<file path="src/rtl/mandelbrot_lane_scheduler.sv">
// Frame scheduler for LANES Mandelbrot point generators, with an ordered output FIFO.
// Optional perf_cycles/perf_stall counters are enabled by defining MANDEL_SCHED_PERF_EN.
module mandelbrot_lane_scheduler #(
  parameter int LANES      = 4,
  parameter int ITER_W     = 32,
  parameter int COORD_W    = 11,
  parameter int FIFO_DEPTH = 16
) (
  input  logic                     CLK,
  input  logic                     SYS_RESET_N,
  input  logic                     start_render,
  input  logic                     abort,
  input  logic [COORD_W-1:0]       x_size,
  input  logic [COORD_W-1:0]       y_size,
  output logic [LANES-1:0]         lane_start,
  output logic [LANES*COORD_W-1:0] lane_x,
  output logic [LANES*COORD_W-1:0] lane_y,
  input  logic [LANES-1:0]         lane_done,
  input  logic [LANES*ITER_W-1:0]  lane_iter,
  output logic [ITER_W-1:0]        out_data,
  output logic                     out_valid,
  input  logic                     out_ready,
  output logic                     out_eol,
  output logic                     out_eof,
  output logic                     busy,
  output logic                     frame_done
`ifdef MANDEL_SCHED_PERF_EN
  ,
  output logic [31:0]              perf_cycles,
  output logic [15:0]              perf_stall
`endif
);

  localparam int TOT_W = 2 * COORD_W;
  localparam int IDX_W = TOT_W + 1;
  localparam int PTR_W = (LANES > 1) ? $clog2(LANES) : 1;
  localparam int FA_W  = (FIFO_DEPTH > 1) ? $clog2(FIFO_DEPTH) : 1;
  localparam int ENT_W = ITER_W + 2;

  typedef enum logic [1:0] {S_IDLE, S_ISSUE, S_WAIT, S_DRAIN} state_t;

  state_t               state, state_nxt;
  logic [COORD_W-1:0]   x_sz;
  logic [TOT_W-1:0]     total, index;
  logic [COORD_W-1:0]   cx [LANES];
  logic [COORD_W-1:0]   cy [LANES];
  logic [COORD_W-1:0]   nx [LANES];
  logic [COORD_W-1:0]   ny [LANES];
  logic [ITER_W-1:0]    result [LANES];
  logic [PTR_W-1:0]     ptr;
  logic                 armed;
  logic [LANES-1:0]     active;
  logic                 all_done, start_ok, run_abort;
  logic                 push, pop, fifo_full, fifo_empty;
  logic                 last_lane, final_round, push_eol, push_eof;
  logic [IDX_W-1:0]     index_w, total_w, pix_w;
  logic [ENT_W-1:0]     mem [FIFO_DEPTH];
  logic [FA_W:0]        wr_ptr, rd_ptr;
  logic [ENT_W-1:0]     head;

  // Round bookkeeping: which lanes carry real pixels and where the drain pointer sits.
  always_comb begin
    index_w     = {1'b0, index};
    total_w     = {1'b0, total};
    pix_w       = index_w + IDX_W'(ptr);
    active      = '0;
    for (int i = 0; i < LANES; i++) begin
      active[i] = (index_w + IDX_W'(i)) < total_w;
    end
    all_done    = &(lane_done | ~active);
    start_ok    = start_render && (x_size >= COORD_W'(LANES)) && (y_size != '0);
    run_abort   = abort && (state != S_IDLE);
    fifo_empty  = (wr_ptr == rd_ptr);
    fifo_full   = (wr_ptr[FA_W] != rd_ptr[FA_W]) &&
                  (wr_ptr[FA_W-1:0] == rd_ptr[FA_W-1:0]);
    pop         = !fifo_empty && out_ready;
    push        = (state == S_DRAIN) && !abort && (!fifo_full || out_ready);
    last_lane   = (ptr == PTR_W'(LANES - 1)) || ((pix_w + IDX_W'(1)) >= total_w);
    final_round = (index_w + IDX_W'(LANES)) >= total_w;
    push_eol    = (cx[ptr] == x_sz - COORD_W'(1));
    push_eof    = (pix_w == total_w - IDX_W'(1));
    frame_done  = push && last_lane && final_round;
  end

  // Next coordinates: x_size >= LANES guarantees one wrap at most per round.
  always_comb begin
    logic [COORD_W:0] sum;
    sum = '0;
    for (int i = 0; i < LANES; i++) begin
      sum = {1'b0, cx[i]} + (COORD_W+1)'(LANES);
      if (sum >= {1'b0, x_sz}) begin
        nx[i] = COORD_W'(sum - {1'b0, x_sz});
        ny[i] = cy[i] + COORD_W'(1);
      end else begin
        nx[i] = sum[COORD_W-1:0];
        ny[i] = cy[i];
      end
    end
  end

  always_ff @(posedge CLK or negedge SYS_RESET_N) begin
    if (!SYS_RESET_N) state <= S_IDLE;
    else              state <= state_nxt;
  end

  always_comb begin
    state_nxt = state;
    case (state)
      S_IDLE:  if (start_ok) state_nxt = S_ISSUE;
      S_ISSUE: state_nxt = S_WAIT;
      S_WAIT:  if (armed && all_done) state_nxt = S_DRAIN;
      S_DRAIN: if (push && last_lane) state_nxt = final_round ? S_IDLE : S_ISSUE;
      default: state_nxt = S_IDLE;
    endcase
    if (run_abort) state_nxt = S_IDLE;
  end

  // armed blocks the first WAIT cycle, when lanes may still show the previous done level.
  always_ff @(posedge CLK or negedge SYS_RESET_N) begin
    if (!SYS_RESET_N) begin
      x_sz  <= '0;
      total <= '0;
      index <= '0;
      ptr   <= '0;
      armed <= 1'b0;
      for (int i = 0; i < LANES; i++) begin
        cx[i]     <= '0;
        cy[i]     <= '0;
        result[i] <= '0;
      end
    end else begin
      case (state)
        S_IDLE: if (start_ok) begin
          x_sz  <= x_size;
          total <= TOT_W'(x_size) * TOT_W'(y_size);
          index <= '0;
          for (int i = 0; i < LANES; i++) begin
            cx[i] <= COORD_W'(i);
            cy[i] <= '0;
          end
        end
        S_ISSUE: armed <= 1'b0;
        S_WAIT: begin
          armed <= 1'b1;
          if (armed && all_done) begin
            ptr <= '0;
            for (int i = 0; i < LANES; i++) begin
              if (active[i]) result[i] <= lane_iter[i*ITER_W +: ITER_W];
            end
          end
        end
        S_DRAIN: if (push) begin
          ptr <= ptr + PTR_W'(1);
          if (last_lane && !final_round) begin
            index <= index + TOT_W'(LANES);
            for (int i = 0; i < LANES; i++) begin
              cx[i] <= nx[i];
              cy[i] <= ny[i];
            end
          end
        end
        default: ;
      endcase
    end
  end

  always_ff @(posedge CLK or negedge SYS_RESET_N) begin
    if (!SYS_RESET_N) begin
      wr_ptr <= '0;
      rd_ptr <= '0;
    end else if (run_abort) begin
      wr_ptr <= '0;
      rd_ptr <= '0;
    end else begin
      if (push) wr_ptr <= wr_ptr + (FA_W+1)'(1);
      if (pop)  rd_ptr <= rd_ptr + (FA_W+1)'(1);
    end
  end

  always_ff @(posedge CLK) begin
    if (push) mem[wr_ptr[FA_W-1:0]] <= {push_eof, push_eol, result[ptr]};
  end

  always_comb begin
    head       = mem[rd_ptr[FA_W-1:0]];
    out_valid  = !fifo_empty;
    out_data   = out_valid ? head[ITER_W-1:0] : '0;
    out_eol    = out_valid && head[ITER_W];
    out_eof    = out_valid && head[ITER_W+1];
    busy       = (state != S_IDLE);
    lane_start = (state == S_ISSUE) ? active : '0;
    lane_x     = '0;
    lane_y     = '0;
    for (int i = 0; i < LANES; i++) begin
      lane_x[i*COORD_W +: COORD_W] = cx[i];
      lane_y[i*COORD_W +: COORD_W] = cy[i];
    end
  end

`ifdef MANDEL_SCHED_PERF_EN
  // Stall means a full FIFO with no pop to make room this cycle.
  always_ff @(posedge CLK or negedge SYS_RESET_N) begin
    if (!SYS_RESET_N) begin
      perf_cycles <= '0;
      perf_stall  <= '0;
    end else if (state == S_IDLE) begin
      if (start_ok) begin
        perf_cycles <= '0;
        perf_stall  <= '0;
      end
    end else begin
      if (perf_cycles != '1) perf_cycles <= perf_cycles + 32'd1;
      if ((state == S_DRAIN) && fifo_full && !out_ready && (perf_stall != '1))
        perf_stall <= perf_stall + 16'd1;
    end
  end
`endif

endmodule

</file>
<file path="config.mk">
export PLATFORM = sky130hd
export DESIGN_NAME = mandelbrot_lane_scheduler
export DESIGN_NICKNAME = d
export VERILOG_FILES = /design/src/rtl/mandelbrot_lane_scheduler.sv
export SDC_FILE = /design/constraint.sdc
export NUM_CORES = 2
export LEC_CHECK = 0
export ABC_AREA = 1
export BUFFER_PORTS_ARGS = -buffer_cell sky130_fd_sc_hd__buf_2
export CORE_AREA = 2 2 344 346
export CTS_BUF_LIST = sky130_fd_sc_hd__clkbuf_4
export DETAILED_ROUTE_END_ITERATION = 7
export DIE_AREA = 0 0 346 348
export PLACE_DENSITY = 0.66
export SLEW_MARGIN = 20
export SYNTH_ARGS = -nofsm -noshare
export SYNTH_HDL_FRONTEND = slang
export SYNTH_SLANG_ARGS = --single-unit
</file>
<file path="constraint.sdc">
create_clock -name CLK -period 4.15 [get_ports CLK]
set_input_delay 0.2075 -clock CLK [delete_from_list [all_inputs] [get_ports CLK]]
set_output_delay 0.2075 -clock CLK [all_outputs]
set_load 0.01 [all_outputs]
</file>
==> results.toml <==
[logic_synthesis]
postSynthCellCount = 5101
ys_ff_latch = 828
yosys_warnings = 0
syn-cell-area_sq_um = 46500
yosysTopAreaCellShare = 0.351
synth_cell_type_count = 56
ys_seq_area_frac = 0.504
ys.flop_type = "edfxtp_1"
async_reset_ff_frac = 0.343
synth_area_leaders = "edfxtp_1 35%, dfrtp_1 15%, nand2_1 8.4%, ha_1 6.1%, o21ai_0 5.9%"
synth_edf_count = 544
synth_nets = 5570
yosys.area.top_type = "edfxtp_1"
syn_area_per_cell_sq_um = 9.12

[layout]
final_common_cell = "nand2_1"
nFillCells = 10900
nets = 6305
layout_common_cells = "1026 x nand2_1, 555 x nor2_1, 549 x o21ai_0, 544 x edfxtp_1, 521 x inv_1"
drive_gt1_frac = 0.172
area_growth_pct = 22.5
layoutNonFillerInstCount = 7558

[timing]
drv_slew = 0
rsz0062_at_grt = "true"
relSlewSlack = 0.312
timing.setup.tns_ns = -0.0989
fin_crit_ns = 4.23
fmax_ghz = 0.236
final_hold_viol_count = 0
period_share = 1.02
setup_viol = 2
skew_ns = 0.107
setup_slack_ns = -0.0823
worst_pin_slew_ns = 1.03

[clocking]
cts.sink_count = 828
cts_tree = "done"
htreeDepth = 4
cts-root-buf = "clkbuf_4"
clk_pin_slew_ns = 0.08
cts_buffers = 206
cts.path.max_buffers = 3
insertion_delay_ns = 1.19

[global_route]
grt_first_pass_wirelength_mm = 228
grt-ovfl-total = 0
antenna_found_initial = 24
track_usage = 0.243
first_global_vias = 39600
grt_start_max_net_pins = 139

[setup_path]
cp_slowest_cell = "dfrtp_2"
crit_path_frequent_cell = "nand2_1"
criticalPathCategory = "register to output port"
worstSetupStartpointType = "register"
critical_path.cell_chain = "nand2_2, inv_1, nand2_1, nor2_2, nand2_1, nor2_2, nand2_1, nor2_2, nand2_1, xor2_1, ha_1, nand3_1, nor2_2, nand2_1, nor3_1, buf_4, nor2_4, nor2_4, buf_6"
required_ns = 3.94
max_stage_delay_ns = 0.44
crit_arrival_ns = 4.02
path_max_fanout = 5
end_kind = "output port"

[route]
wl_per_cell_microns = 19.7
drtPass1Iterations = 7
dr_total_vias = 40300
via_per_inst = 5.33
drc_errors = 0
drt-initial-drc-count = 3617
routed_wl_mm = 149
ant_nets = 0

[pwr]
p_sw_w = 0.0162
p_seq_frac = 0.314
ir_drop_mv = 0.484
p_int_w = 0.0209
power.density_nw_per_um2 = 651
p_comb_frac = 0.497
p_sw_frac = 0.438
power.leakage_nw = 25.4
clockPowerShare = 0.189

[die]
start_util = 0.398
core-area_sq_um = 117000
rows = 126
pin_count = 288
fp.dieArea_sq_um = 120000
die_y_microns = 348
die_x_microns = 346

[placed_design]
place_inst = 6858
dp_slack_ns = -0.510
gp_congestion = 0.938
io_buffers = 287
dp_hpwl_mm = 96.2

[status]
violations = "negative setup slack"
status = "finished with violations"

[hold_path]
worst_hold_path_type = "input port to register"

[flow_run]
max_cap_violations = 0
## cell usage after synthesis, drive strengths merged (2+ instances only)
cell / instances
o221ai: 49
o21a: 3
nor3b: 14
edfxtp: 544
nand2: 1053
a21o: 8
nor3: 42
o21bai: 2
buf: 58
a221oi: 2
clkinv: 4
and3: 8
nor2: 594
o211ai: 34
xor2: 114
nand3b: 6
fa: 84
or2: 6
nand3: 142
o31ai: 5
a31oi: 38
o22ai: 122
inv: 533
a31o: 3
a21oi: 124
nand4: 83
o21ai: 613
a211oi: 7
and2: 5
xnor2: 43
dfrtp: 284
nor4: 9
ha: 226
clkbuf: 233
## metrics by stage
step	hold WS (ns)	total power, W	cell area, sq um	utilization
global placement	0.342	0.0290	50800	0.434
detailed placement	0.348	0.0293	50800	0.435
finish	0.116	0.0371	57000	0.487
global route	0.0621	0.0396	57000	0.487
floorplan	-0.0881	0.0226	46900	-
CTS	0.00276	0.0367	56500	0.483
## flip-flops by register name, summed over array words and instances, names as in the netlist
signal and count:
mem 544, result 128, lane_x 44, lane_y 44
total 22, index 20, x_sz 11, rd_ptr 5
wr_ptr 5, ptr 2, state 2, armed 1
## timing repair
| action | 4_1_cts | 5_1_grt |
|---|---|---|
| gates cloned | 1 | 0 |
| hold endpoints to repair | 455 | 0 |
| pin swaps | 1 | 14 |
| hold buffers | 285 | 0 |
| gates resized for setup | 15 | 74 |
| setup buffers | 0 | 21 |
| endpoints found under the setup margin | 35 | 12 |
## path summary, 6_finish.rpt
path	to	start	cells past startpoint	slack, ns
setup / recovery	frame_done	index[3]$_DFFE_PN0P_	19	-0.08
hold / removal	x_sz[7]$_DFFE_PN0P_	x_size[7]	5	0.12
setup reg to reg	state[0]$_DFFE_PN0P_	index[3]$_DFFE_PN0P_	19	-0.02
hold reg to reg	result[65]$_DFFE_PN0P_	result[65]$_DFFE_PN0P_	2	0.48
max in group asynchronous	ptr[0]$_DFFE_PN0P_	SYS_RESET_N	4	3.27
min in group asynchronous	index[21]$_DFFE_PN0P_	SYS_RESET_N	4	0.25
## worst max-delay path: cells and delay by family, from the launching register on
| kind | cells | cell delay (ns) |
|---|---|---|
| buf+inv | 3 | 0.37 |
| simple gates | 14 | 1.58 |
| fa+ha+maj | 1 | 0.32 |
| xor+xnor | 1 | 0.18 |
| flops | 1 | 0.44 |
## per-layer routing
| layer | track usage | part of all wire |
|---|---|---|
| met1 | 0.320 | 0.42 |
| met2 | 0.396 | 0.46 |
| met3 | 0.0515 | 0.084 |
| met4 | 0.0865 | 0.030 |
| met5 | 0 | 0.00061 |
## logic make-up after synthesis
kind of cell	share of synthesized area
buffers and inverters	0.0711
adders and majority gates	0.0970
AOI/OAI and AO/OA	0.122
and+or+nand+nor	0.176
DFF	0.504
xor gates and xnor gates	0.0296
## final cells by class
class,count,area (sq um),area share
sequential,828,23500,0.412
multi-input combinational,3445,20300,0.357
timing repair buffer,818,6490,0.114
clock buffer,288,2160,0.0380
inverter,537,2030,0.0357
tap,1536,1920,0.0337
clock inverter,87,531,0.00931
antenna,19,47.5,0.000835
## power by group through the flow
| stage | sequential [W] | combinational, W | clock (W) |
|---|---|---|---|
| 4_1_cts | 0.0116 | 0.0180 | 0.00714 |
| 6_report | 0.0116 | 0.0184 | 0.00701 |
| 3_5_place_dp | 0.0117 | 0.0176 | 0 |
| 5_1_grt | 0.0117 | 0.0203 | 0.00755 |
| 2_1_floorplan | 0.0115 | 0.0111 | 0 |
| 3_3_place_gp | 0.0117 | 0.0173 | 0 |
Note: power is estimated with default switching activity, not from simulation.
